### src/rtl/pwm_pkg.sv
// Shared definitions for the PWM channel: FSM state encoding.
package pwm_pkg;

   typedef enum logic [1:0] {
      ST_IDLE = 2'd0,
      ST_SYNC = 2'd1,
      ST_RUN  = 2'd2
   } pwm_state_e;

endpackage

### src/rtl/pwm_shadow_reg.sv
// Duty-cycle shadow register: valid/ready handshake, saturation on accept,
// and a pending flag that hands the value to the active duty on a wrap.
module pwm_shadow_reg
   import pwm_pkg::*;
#(
   parameter int unsigned WIDTH = 8
) (
   input  logic             clk_i,
   input  logic             rst_i,
   input  logic             cfg_valid_i,
   input  logic [WIDTH:0]   cfg_duty_i,
   input  logic             wrap_i,
   output logic             cfg_ready_o,
   output logic [WIDTH:0]   shadow_o,
   output logic             load_o
);

   localparam logic [WIDTH:0] DUTY_MAX = {1'b1, {WIDTH{1'b0}}};

   logic [WIDTH:0] shadow_q, shadow_d;
   logic           pending_q, pending_d;
   logic           accept;
   logic           load;

   // Accept and load are mutually exclusive: accept needs pending low, load
   // needs it high, so a same-cycle accept only lands at the following wrap.
   always_comb begin
      shadow_d  = shadow_q;
      pending_d = pending_q;
      accept    = cfg_valid_i && !pending_q;
      load      = wrap_i && pending_q;
      if (load) begin
         pending_d = 1'b0;
      end
      if (accept) begin
         shadow_d  = (cfg_duty_i > DUTY_MAX) ? DUTY_MAX : cfg_duty_i;
         pending_d = 1'b1;
      end
   end

   always_ff @(posedge clk_i) begin
      if (rst_i) begin
         shadow_q  <= '0;
         pending_q <= 1'b0;
      end else begin
         shadow_q  <= shadow_d;
         pending_q <= pending_d;
      end
   end

   assign cfg_ready_o = !pending_q;
   assign shadow_o    = shadow_q;
   assign load_o      = load;

endmodule

### src/rtl/pwm_channel.sv
// PWM channel slaved to an external wrap-around counter; duty changes and
// start/stop are aligned to counter wrap so every period is complete.
module pwm_channel
   import pwm_pkg::*;
#(
   parameter int unsigned WIDTH = 8
) (
   input  logic             clk_i,
   input  logic             rst_i,
   input  logic [WIDTH-1:0] count_i,
   input  logic             cnt_en_i,
   input  logic             cfg_valid_i,
   output logic             cfg_ready_o,
   input  logic [WIDTH:0]   cfg_duty_i,
   input  logic             cfg_enable_i,
   output logic             pwm_o,
   output logic             period_o
);

   pwm_state_e     state_q, state_d;
   logic [WIDTH:0] duty_q, duty_d;
   logic           pwm_q, pwm_d;
   logic           period_q, period_d;
   logic           wrap;
   logic           load;
   logic [WIDTH:0] shadow;

   assign wrap = cnt_en_i && (count_i == {WIDTH{1'b1}});

   pwm_shadow_reg #(
      .WIDTH (WIDTH)
   ) u_shadow (
      .clk_i       (clk_i),
      .rst_i       (rst_i),
      .cfg_valid_i (cfg_valid_i),
      .cfg_duty_i  (cfg_duty_i),
      .wrap_i      (wrap),
      .cfg_ready_o (cfg_ready_o),
      .shadow_o    (shadow),
      .load_o      (load)
   );

   always_comb begin
      state_d = state_q;
      unique case (state_q)
         ST_IDLE: if (cfg_enable_i) state_d = ST_SYNC;
         ST_SYNC: begin
            if (!cfg_enable_i)   state_d = ST_IDLE;
            else if (wrap)       state_d = ST_RUN;
         end
         ST_RUN:  if (wrap && !cfg_enable_i) state_d = ST_IDLE;
         default: state_d = ST_IDLE;
      endcase
   end

   // A frozen count re-evaluates to the same compare result, so pwm holds.
   always_comb begin
      duty_d   = load ? shadow : duty_q;
      pwm_d    = (state_q == ST_RUN) && ({1'b0, count_i} < duty_q);
      period_d = wrap && (state_d == ST_RUN);
   end

   always_ff @(posedge clk_i) begin
      if (rst_i) begin
         state_q  <= ST_IDLE;
         duty_q   <= '0;
         pwm_q    <= 1'b0;
         period_q <= 1'b0;
      end else begin
         state_q  <= state_d;
         duty_q   <= duty_d;
         pwm_q    <= pwm_d;
         period_q <= period_d;
      end
   end

   assign pwm_o    = pwm_q;
   assign period_o = period_q;

endmodule

### config.mk
export PLATFORM = sky130hd
export DESIGN_NAME = pwm_channel
export DESIGN_NICKNAME = d
export VERILOG_FILES = /design/src/rtl/pwm_pkg.sv /design/src/rtl/pwm_shadow_reg.sv /design/src/rtl/pwm_channel.sv
export SDC_FILE = /design/constraint.sdc
export NUM_CORES = 1
export LEC_CHECK = 0
export CAP_MARGIN = 20
export CORE_UTILIZATION = 40
export CTS_BUF_LIST = sky130_fd_sc_hd__clkbuf_8 sky130_fd_sc_hd__clkbuf_16
export CTS_CLUSTER_DIAMETER = 60
export CTS_CLUSTER_SIZE = 16
export DETAILED_ROUTE_END_ITERATION = 12
export GPL_TIMING_DRIVEN = 0
export PLACE_DENSITY = 0.77
export SLEW_MARGIN = 15
export SYNTH_ARGS = -nofsm -noshare
export SYNTH_HDL_FRONTEND = slang
export SYNTH_HIERARCHICAL = 1
export SYNTH_SLANG_ARGS = --single-unit
### constraint.sdc
create_clock -name clk_i -period 2.8 [get_ports clk_i]
set_input_delay 0.56 -clock clk_i [delete_from_list [all_inputs] [get_ports clk_i]]
set_output_delay 0.56 -clock clk_i [all_outputs]
set_load 0.1 [all_outputs]
* Word level (Yosys, flattened, before mapping)
Index checks and enable logic that the tools add are counted.
Word-level totals: word-level logic and storage cells 30, output and inout port bits 3, bits of input ports 22, bits in registers 23
Operators by class: reductions and logical operators 10, multiplexer cells 8, $lt $le $gt $ge 2, equal/unequal tests 4
Operators by type and width (number):
- > comparator 9 bit (second input constant) | 1
- < comparator 8 x 9 -> 1 bit | 1
- 2-to-1 mux 9 bit | 1
- equality test 8 bit (second input constant) | 1
- 2-to-1 mux 2 bit | 4
- logical AND 1 bit | 6
- case mux 2 bit (3 select lines) | 1
- equality test 2 bit (second input constant) | 2
- equality test 2 x 1 -> 1 bit (second input constant) | 1
- logical NOT 1 bit | 2
- logical NOT 2 bit | 1
- 2-to-1 mux 1 bit | 2
- nonzero test 2 bit | 1

* Longest topological paths before layout
Gate-level depths: netlist of the first run.
depth in word-level cells 7, gate-level depth with buffers 6

* Modules after synthesis
Netlist of the first run, hierarchy kept.
By module, submodules not included:
- pwm_channel | area each 673.1 um^2, cells an instance 71, instances 1
- pwm_shadow_reg | area each 436.7 um^2, cells an instance 46, instances 1

* Least setup slack after synthesis of the first run
Ideal clock, no wire load.
kind input to register, start in cnt_en_i, end reg duty_q[0], arrival 1533 ps, stages 6, slack 1139 ps, required time 2672 ps, setup time 128 ps, path through nand4_2 > nor3_4 > and2_1 > buf_2 > mux2i_1 > nor2_1
Between the ends: cells in the longest elaborated chain, start to end 2
RTL lines:
- start, declared | line pwm_channel.sv:11 | input logic cnt_en_i,
- logical AND 1 bit | line pwm_channel.sv:28 | assign wrap = cnt_en_i && (count_i == {WIDTH{1'b1}});
- via wrap | line pwm_channel.sv:24 | logic wrap;
- logical AND 1 bit | line pwm_shadow_reg.sv:31 | load = wrap_i && pending_q;
- via load | line pwm_channel.sv:25 | logic load;
- end signal, assigned | line pwm_channel.sv:71 | duty_q <= duty_d;
- end, declared | line pwm_channel.sv:21 | logic [WIDTH:0] duty_q, duty_d;
The timed path passes the listed nets, and every way through them passes these cells. A chain may end at the register's enable or synchronous reset.

* Worst setup path in the final report of the first run
start reg u_shadow.pending_q, end out cfg_ready_o
Between the ends: cells in the longest elaborated chain, start to end 1
RTL lines:
- start, declared | line pwm_shadow_reg.sv:21 | logic pending_q, pending_d;
- start signal, assigned | line pwm_shadow_reg.sv:47 | pending_q <= pending_d;
- logical NOT 1 bit | line pwm_shadow_reg.sv:51 | assign cfg_ready_o = !pending_q;
- end, declared | line pwm_channel.sv:13 | output logic cfg_ready_o,
No other way between the ends.

==> flow_metrics.tcl, run 1 <==
set metrics [dict create \
    status "finished clean" \
    fin_crit_ns 2.35 \
    start_kind "register" \
    mostFrequentLayoutCell "clkdlybuf4s50_1" \
    drt_iter0_drc 6 \
    powerDensity_nw_per_um2 436 \
    finalMaxSlewViolations 0 \
    ys_seq_elements 23 \
    n_antenna_cell 0 \
    antenna_left 0 \
    rsz0062_at_grt "no" \
    hp-start "u_shadow/shadow_o[0]" \
    crit_type "reg -> out" \
    wl_per_cell_um 12.2 \
    syn-num-nets 146 \
    numClockSinks 23 \
    holdBufCountCts 0 \
    critical_path.top_delay_family "buffers and inverters" \
    first_pass_iters 2 \
    syn_to_final_growth_pct 29.1 \
    synth_edf_count 0 \
    post-cts-setup-buffer-count 0 \
    die_w_um 54.7 \
    setup_viol 0 \
    min_path_type "reg -> reg" \
    drive_gt1_share_pct 14.5 \
    yosysWarnings 6 \
    holdWs_ns 0.470 \
    layout_common_cells "24 x clkdlybuf4s50_1, 23 x dfxtp_1, 12 x inv_1" \
    path_buf_inv 2 \
    worst-path-max-fanout 5 \
    first_global_vias 879 \
    grt_max_degree 13 \
    arrival_ns 1.79 \
    r2r-end "pwm_o" \
    reg2reg_from "duty_q[6]" \
    grt_antenna_before_repair 0 \
    die_h_um 54.7 \
    die_area_um2 2990 \
    cts_max_level 1 \
    initial_utilization_pct 43.6 \
    cts_tree "yes" \
    crit_required_ns 2.24 \
    drcViolationCount 0 \
    nets 175 \
    grt_use_total_pct 17.9 \
    max_stage_delay_ns 1.12 \
    fillers 240 \
    path_cells "inv_1 -> clkdlybuf4s50_1" \
    cts_buffers 3 \
    hold_path_end "u_shadow/shadow_o[0]" \
    worstHoldPathCells 2 \
    synthCells 117 \
    fmax_mhz 426 \
    routed_wl_um 2130 \
    synthArstFlopShare_pct 0 \
    relSlewSlack_pct 35.4 \
    regArea_um2 460 \
    synthFlopType "dfxtp_1" \
    io_pins 25 \
    peakVddDrop_mv 0.231 \
    fp-row-count 18 \
    synth_area_um2 1110 \
    tns_ns 0 \
    leakage_uw 0.000500 \
    cts_resized 0 \
    via_per_inst 5.05 \
    finClkSkew_ns 0.00172 \
    avgSynthCellArea_um2 9.49 \
    reg2reg_depth 6 \
    slowest_stage "clkdlybuf4s50_1" \
    grt_pass1_wl_um 3710 \
    core-area_um2 2540 \
    ys_types 31 \
    cts_max_path_buffers 2 \
    r2r_setup_slack_ns 1.37 \
    maxCapViolations 0 \
    tightest_slew_ns 0.966 \
    yosysSeqAreaShare_pct 41.5 \
    grt_overflow 0 \
    dp_hpwl_um 1680 \
    vias 883 \
    clock_latency_ns 0.26 \
    hold_viol 0 \
    min_period_over_period_pct 83.9 \
    path_clk_slew_ns 0.08 \
    cts-root-buf "clkbuf_8" \
    multi_input_area_um2 576 \
    critPathCaptureType "output port" \
    gp_congestion 0.716 \
    io_buffer_count 24 \
]
[stage by stage]
stage	total power, uW	std cells	util (%)	cell area (um^2)	setup slack, ns
floorplan	390	117	-	1110	1.14
global placement	431	171	54.5	1390	0.487
detailed placement	435	171	54.5	1390	0.430
CTS	632	175	56.3	1430	0.437
global route	656	175	56.3	1430	0.404
finish	625	175	56.3	1430	0.451
[kinds of logic after synthesis]
kind of cell,synth area share (%)
buffers and inverters,6.65
AND/OR/NAND/NOR,21.3
flip-flops,41.5
AO/OA/AOI/OAI,13.8
multiplexers,8.12
XOR/XNOR,0.789
adder cells (fa/ha/maj),7.89
[Yosys cell counts (2+ instances only)]
cell type	n	area share, %
nor2_1	11	3.7
a21oi_2	9	7.1
inv_1	11	3.7
nand3b_1	8	5.4
nand2b_1	2	1.1
mux2i_1	9	8.1
nand2_1	11	3.7
o21ai_0	2	0.90
ha_1	7	7.9
dfxtp_1	23	41
buf_2	2	0.90
a21oi_1	3	1.4
[power breakdown]
| group | leakage (uW) | switching (uW) | internal (uW) |
|---|---|---|---|
| sequential | 0.000187 | 4.97 | 334 |
| combinational | 0.000286 | 41.2 | 46.8 |
| clock | 0.0000269 | 100 | 97.9 |
| total | 0.000500 | 146 | 478 |
[worst max-delay path by stage]
stage,start,end,slack (ns),cells past startpoint
2_1_floorplan,cnt_en_i,duty_q[0],1.14,6
3_3_place_gp,count_i[7],duty_q[0],0.49,7
3_5_place_dp,count_i[6],duty_q[5],0.43,7
4_1_cts,u_shadow/pending_q,cfg_ready_o,0.44,2
5_1_grt,u_shadow/pending_q,cfg_ready_o,0.40,2
6_report,u_shadow/pending_q,cfg_ready_o,0.45,2
[area by class of cell]
cell class,count,area share (%)
Multi-Input combinational cell,78,40.2
Buffer,5,2.27
Clock buffer,3,2.88
Clock inverter,1,0.262
Inverter,11,2.88
Tap cell,30,2.62
Timing Repair Buffer,24,16.8
Sequential cell,23,32.1
[worst reg2reg max path: stages (launching register included)]
cell	delay [ns]
dfxtp_1	0.34
inv_1	0.05
ha_1	0.29
a21oi_1	0.13
o21ai_0	0.11
a311oi_1	0.28
o31a_1	0.17
[flip-flops by register name, indices dropped and copies added (netlist names)]
name	count
period_o	1
u_shadow/pending_q	1
u_shadow/shadow_o	9
duty_q	9
state_q	2
pwm_o	1
[layer usage]
metal / GRT usage, % / up-vias / routed length (um)
met5: 0 / - / 0
met4: 7.69 / 0 / 31
met3: 4.44 / 5 / 98
met2: 32.1 / 19 / 1050
met1: 19.6 / 404 / 948
li1: - / 455 / -
Power figures use the tool's default switching activity.
==> run 2: changes to the inputs <==
==> constraint.sdc (replaced) <==
create_clock -name clk_i -period 2.45 [get_ports clk_i]
set_input_delay 0.49 -clock clk_i [delete_from_list [all_inputs] [get_ports clk_i]]
set_output_delay 0.49 -clock clk_i [all_outputs]
set_load 0.1 [all_outputs]
==> results of run 2 <==
The final DEF is identical to that of run 1. Status: finished clean.
Main changes from that run: setup slack after placement 0.430 ns -> 0.150 ns; setup slack after layout 0.451 ns -> 0.171 ns; register-to-register setup slack 1.37 ns -> 1.02 ns; total power 625 uW -> 714 uW; worst IR drop on VDD 0.231 mV -> 0.264 mV
